[src/rtl/reduce_unit.sv]
// reduce_unit: folds every beat of a valid/ready frame into one result bit.
//
// Each beat's WIDTH bits are reduced with the base op of the frame's mode:
//   AND for modes 0 and 3, XOR for modes 2 and 5, OR for modes 1, 4, 6 and 7.
// The per-beat bits are then folded into an accumulator using the same op.
// Modes 3-7 invert the final result.
// The mode is captured on the first beat of a frame. The result for the beat
// with in_last=1 is registered and presented one cycle later. It is held
// until out_ready is seen high.
//
// Optional feature: define REDUCE_UNIT_BEAT_COUNT_EN to count accepted beats
// per frame. The count saturates at 2**CNT_W-1 and is reported on out_count.
// Without the macro, out_count is tied to 0.
//
// Ports:
//   clk       - clock, rising edge
//   rst       - synchronous active-high reset
//   in_valid  - input beat valid
//   in_ready  - unit accepts a beat this cycle
//   in_data   - input word, WIDTH bits
//   in_last   - beat is last of its frame
//   mode      - op select, captured on the first beat of a frame
//   out_valid - frame result valid
//   out_ready - downstream accepts the result
//   out_data  - frame reduction result
//   out_count - beats in the reported frame, CNT_W bits
module reduce_unit #(
    parameter int unsigned WIDTH = 3,
    parameter int unsigned CNT_W = 4
) (
    input  logic             clk,
    input  logic             rst,
    input  logic             in_valid,
    output logic             in_ready,
    input  logic [WIDTH-1:0] in_data,
    input  logic             in_last,
    input  logic [2:0]       mode,
    output logic             out_valid,
    input  logic             out_ready,
    output logic             out_data,
    output logic [CNT_W-1:0] out_count
);

    typedef enum logic [1:0] {
        StIdle,
        StAccum,
        StHold
    } state_e;

    state_e     state_q, state_d;
    logic [2:0] mode_q, mode_d;
    logic       acc_q, acc_d;
    logic       out_valid_q, out_valid_d;
    logic       out_data_q, out_data_d;

    logic       accept;
    logic       first_beat;
    logic [2:0] eff_mode;
    logic       sel_and, sel_xor;
    logic       beat_red;
    logic       fold;
    logic       result;

    assign in_ready  = !out_valid_q || out_ready;
    assign accept    = in_valid && in_ready;
    assign out_valid = out_valid_q;
    assign out_data  = out_data_q;

    // Any beat that arrives outside ACCUM opens a new frame.
    assign first_beat = (state_q != StAccum);
    assign eff_mode   = first_beat ? mode : mode_q;

    always_comb begin
        sel_and = (eff_mode == 3'd0) || (eff_mode == 3'd3);
        sel_xor = (eff_mode == 3'd2) || (eff_mode == 3'd5);

        if (sel_and) begin
            beat_red = &in_data;
        end else if (sel_xor) begin
            beat_red = ^in_data;
        end else begin
            beat_red = |in_data;
        end

        // Folding into the identity is the beat itself.
        if (first_beat) begin
            fold = beat_red;
        end else if (sel_and) begin
            fold = acc_q & beat_red;
        end else if (sel_xor) begin
            fold = acc_q ^ beat_red;
        end else begin
            fold = acc_q | beat_red;
        end

        result = fold ^ (eff_mode >= 3'd3);
    end

    always_comb begin
        state_d     = state_q;
        mode_d      = mode_q;
        acc_d       = acc_q;
        out_valid_d = out_valid_q;
        out_data_d  = out_data_q;

        if (out_valid_q && out_ready) begin
            out_valid_d = 1'b0;
            if (state_q == StHold) begin
                state_d = StIdle;
            end
        end

        if (accept) begin
            if (in_last) begin
                out_valid_d = 1'b1;
                out_data_d  = result;
                acc_d       = 1'b0;
                state_d     = StHold;
            end else begin
                acc_d   = fold;
                mode_d  = eff_mode;
                state_d = StAccum;
            end
        end
    end

    always_ff @(posedge clk) begin
        if (rst) begin
            state_q     <= StIdle;
            mode_q      <= 3'd0;
            acc_q       <= 1'b0;
            out_valid_q <= 1'b0;
            out_data_q  <= 1'b0;
        end else begin
            state_q     <= state_d;
            mode_q      <= mode_d;
            acc_q       <= acc_d;
            out_valid_q <= out_valid_d;
            out_data_q  <= out_data_d;
        end
    end

`ifdef REDUCE_UNIT_BEAT_COUNT_EN
    logic [CNT_W-1:0] cnt_q, cnt_d;
    logic [CNT_W-1:0] out_count_q, out_count_d;
    logic [CNT_W-1:0] cnt_next;

    always_comb begin
        if (first_beat) begin
            cnt_next = CNT_W'(1);
        end else if (cnt_q == {CNT_W{1'b1}}) begin
            cnt_next = cnt_q;
        end else begin
            cnt_next = cnt_q + CNT_W'(1);
        end

        cnt_d       = cnt_q;
        out_count_d = out_count_q;
        if (accept) begin
            if (in_last) begin
                out_count_d = cnt_next;
                cnt_d       = '0;
            end else begin
                cnt_d = cnt_next;
            end
        end
    end

    always_ff @(posedge clk) begin
        if (rst) begin
            cnt_q       <= '0;
            out_count_q <= '0;
        end else begin
            cnt_q       <= cnt_d;
            out_count_q <= out_count_d;
        end
    end

    assign out_count = out_count_q;
`else
    assign out_count = '0;
`endif

endmodule

[config.mk]
export PLATFORM = sky130hd
export DESIGN_NAME = reduce_unit
export DESIGN_NICKNAME = d
export VERILOG_FILES = /design/src/rtl/reduce_unit.sv
export SDC_FILE = /design/constraint.sdc
export NUM_CORES = 1
export LEC_CHECK = 0
export BUFFER_PORTS_ARGS = -buffer_cell sky130_fd_sc_hd__buf_2
export CAP_MARGIN = 20
export CORE_UTILIZATION = 45
export CTS_CLUSTER_SIZE = 14
export DETAILED_ROUTE_END_ITERATION = 12
export PLACE_DENSITY = 0.77
export SETUP_SLACK_MARGIN = 0.5
export SYNTH_ARGS = -nofsm -noshare
export SYNTH_HDL_FRONTEND = slang
export SYNTH_SLANG_ARGS = --single-unit
[constraint.sdc]
create_clock -name clk -period 5.98 [get_ports clk]
set_input_delay 0 -clock clk [delete_from_list [all_inputs] [get_ports clk]]
set_output_delay 0 -clock clk [all_outputs]
set_load 0.05 [all_outputs]
==> impl_metrics.ini <==
[worst_setup_path]
crit_path_start_kind = flip-flop
reg2reg_slack_ns = 2.86
reg2reg_to = out_data$_SDFFE_PP0P_
cp_data_arrival_time_ns = 3.25
crit_path_end = out_data$_SDFFE_PP0P_
critical_path_required_ns = 6.11
r2r-start = mode_q[0]$_SDFFE_PP0P_
rr_worst_depth = 13
path_max_fanout = 8
end_kind = flip-flop
setup.worst_path.class = reg -> reg
worstSetupStartpoint = mode_q[0]$_SDFFE_PP0P_

[layout]
drive_above_1_share_pct = 21.24
most-common-layout-cells = buf_2, nand2_1, dfxtp_1
nets = 130
areaGrowthSynthToFinish_pct = 10.09
final_util_pct = 55.65
final_common_cell = buf_2
nFillCells = 151
num_antenna_cells = 0

[route]
drt-pass1-iter-count = 4
viasPerCell = 5.431
drc = 0
wl_mm = 1.610
post_drt_wl_per_cell_um = 11.75
drtAntennaViolNets = 0
vias = 744
drtIter0Drc = 9

[clock_tree]
path_clk_slew_ns = 0.06
cts_tree = built
htreeDepth = 1
numClockSinks = 8
clk_path_buf_depth = 2
cts_hold_buf = 1
cts_root_buf = clkbuf_4
clk_latency_ns = 0.25
numCtsBuffers = 3
cts_resized = 0
post-cts-setup-buffers = 0

[floorplanning]
die_w_um = 44.32
rows = 14
die_area_um2 = 1964
die_h_um = 44.32
core_area_um2 = 1594
ios = 18
initial_core_util_pct = 50.55

[global_routing]
antenna_found_initial = 0
busiest_layer = met2
grt_overflow = 0
grt_first_pass_wirelength_mm = 2.932
grt_util_met3_pct = 3.673
grt_util_met1_pct = 24.01
grtUsageTotal_pct = 19.68
grt_max_degree = 11
grt_pass1_vias = 707
grt_use_met2_pct = 34.12

[flow_run]
maxCapViolations = 0

[sta]
whs_ns = 0.03008
post-route-period-util_pct = 52.10
fmax_mhz = 321.0
fin_tns_setup_ns = 0
setup_viol = 0
tightest_slew_ns = 0.5025
fin_crit_ns = 3.116
slew_viol_final = 0
rsz0062_at_grt = false
hold_violations = 0
slew_headroom_pct = 66.07
skew_ns = 0.005112

[synthesis]
synth_top_area_cell = dfxtp_1
syn_area_um2 = 805.8
synth_area_leaders = dfxtp_1, ha_1, mux2i_1
yosysUniqueCellTypes = 39
syn_inst = 102
yosys_warnings = 0
avgSynthCellArea_um2 = 7.900
synth_top_area_share_pct = 19.88
synth_seq_area_share_pct = 19.88
ys_ff_latch = 8

[place]
gp_routability_congestion = 0.7930
hpwlAfterDp_mm = 1.298
io_buffers = 13

[pwr]
p_leak_nw = 0.3870
irDropWorstVdd_mv = 0.09233
finalPower_w = 0.0001594
powerDensity_nw_per_um2 = 179.7

[hold_path]
hold_path_class = in -> reg
worstHoldStart = in_last

[outcome]
outcome = finished clean
[registers in the layout, indices dropped and copies added, names as in the netlist]
register	cells
mode_q	3
acc_q	1
out_data	1
out_valid	1
state_q	2
[cell usage after synthesis, drive strengths merged]
cell     n
dfxtp    8
nand2    8
inv      7
nor2     7
buf      6
nand2b   6
a21oi    5
mux2i    5
nor2b    5
ha       4
a211o    3
a211oi   3
clkbuf   3
nand3    3
nor3b    3
o21ai    3
xnor2    3
a311oi   2
nand4    2
or2      2
a2111oi  1
a31o     1
a31oi    1
a32oi    1
and4bb   1
conb     1
mux2     1
nor3     1
nor4b    1
o211a    1
o22ai    1
o311ai   1
or3      1
or3b     1
[kinds of logic (layout without fill, tap and decap cells)]
group	Yosys count	in the layout	synth area share [%]
xor+xnor	3	3	3.261
buf+inv	16	24	10.40
compound gates	23	23	21.12
simple gates	41	41	29.04
mux	6	6	9.627
other cells	1	4	0.4654
flops	8	8	19.88
fa+ha+maj	4	4	6.211
[per-layer routing]
| metal | up-vias | share of wire (%) | wire (um) |
|---|---|---|---|
| met5 | - | 0 | 0 |
| met4 | 0 | 0.68 | 11 |
| met3 | 2 | 2.2 | 36 |
| met2 | 11 | 47 | 759 |
| met1 | 351 | 50 | 803 |
| li1 | 380 | - | - |
[through the flow]
step / area, um2 / setup WS, ns / instances
4_1_cts: 887.1 / 2.889 / 137
5_1_grt: 887.1 / 2.601 / 137
3_5_place_dp: 854.6 / 2.896 / 133
3_3_place_gp: 854.6 / 3.050 / 133
6_report: 887.1 / 2.864 / 137
2_1_floorplan: 817.0 / 3.264 / 105
[layout make-up]
type	instances	area [um2]	share of cell area, %
clock buffer	3	22.52	2.539
sequential	8	160.2	18.05
tap	24	30.03	3.385
timing repair buffer	14	75.07	8.463
inverter	7	26.28	2.962
multi-input combinational	81	573.1	64.60
[worst max-delay path, cell delays in order (launching register included)]
cell,delay [ns]
dfxtp_1,0.45
and4bb_2,0.26
a31oi_1,0.24
o22ai_1,0.13
a211o_1,0.32
nor2_1,0.15
a211oi_1,0.07
ha_1,0.20
nor2b_1,0.13
a211o_1,0.27
a311oi_1,0.48
nor4b_1,0.10
o21ai_0,0.11
nand3_1,0.10
[power by group]
group | internal [W] | switching (W) | total (W)
Combinational | 0.0000227 | 0.0000344 | 0.0000571
Clock | 0.0000230 | 0.0000187 | 0.0000417
Sequential | 0.0000568 | 0.00000372 | 0.0000605
[worst min path at each step]
| stage | to | slack, ns | depth (start not counted) |
|---|---|---|---|
| 6_report | out_valid$_SDFF_PP0_ | 0.03 | 3 |
| 4_1_cts | out_valid$_SDFF_PP0_ | 0.03 | 3 |
| 3_3_place_gp | state_q[1]$_SDFFE_PP0P_ | 0.23 | 2 |
| 3_5_place_dp | state_q[1]$_SDFFE_PP0P_ | 0.23 | 2 |
| 5_1_grt | out_valid$_SDFF_PP0_ | 0.03 | 3 |
| 2_1_floorplan | state_q[1]$_SDFFE_PP0P_ | 0.11 | 1 |
(Power assumes the default switching activity.)
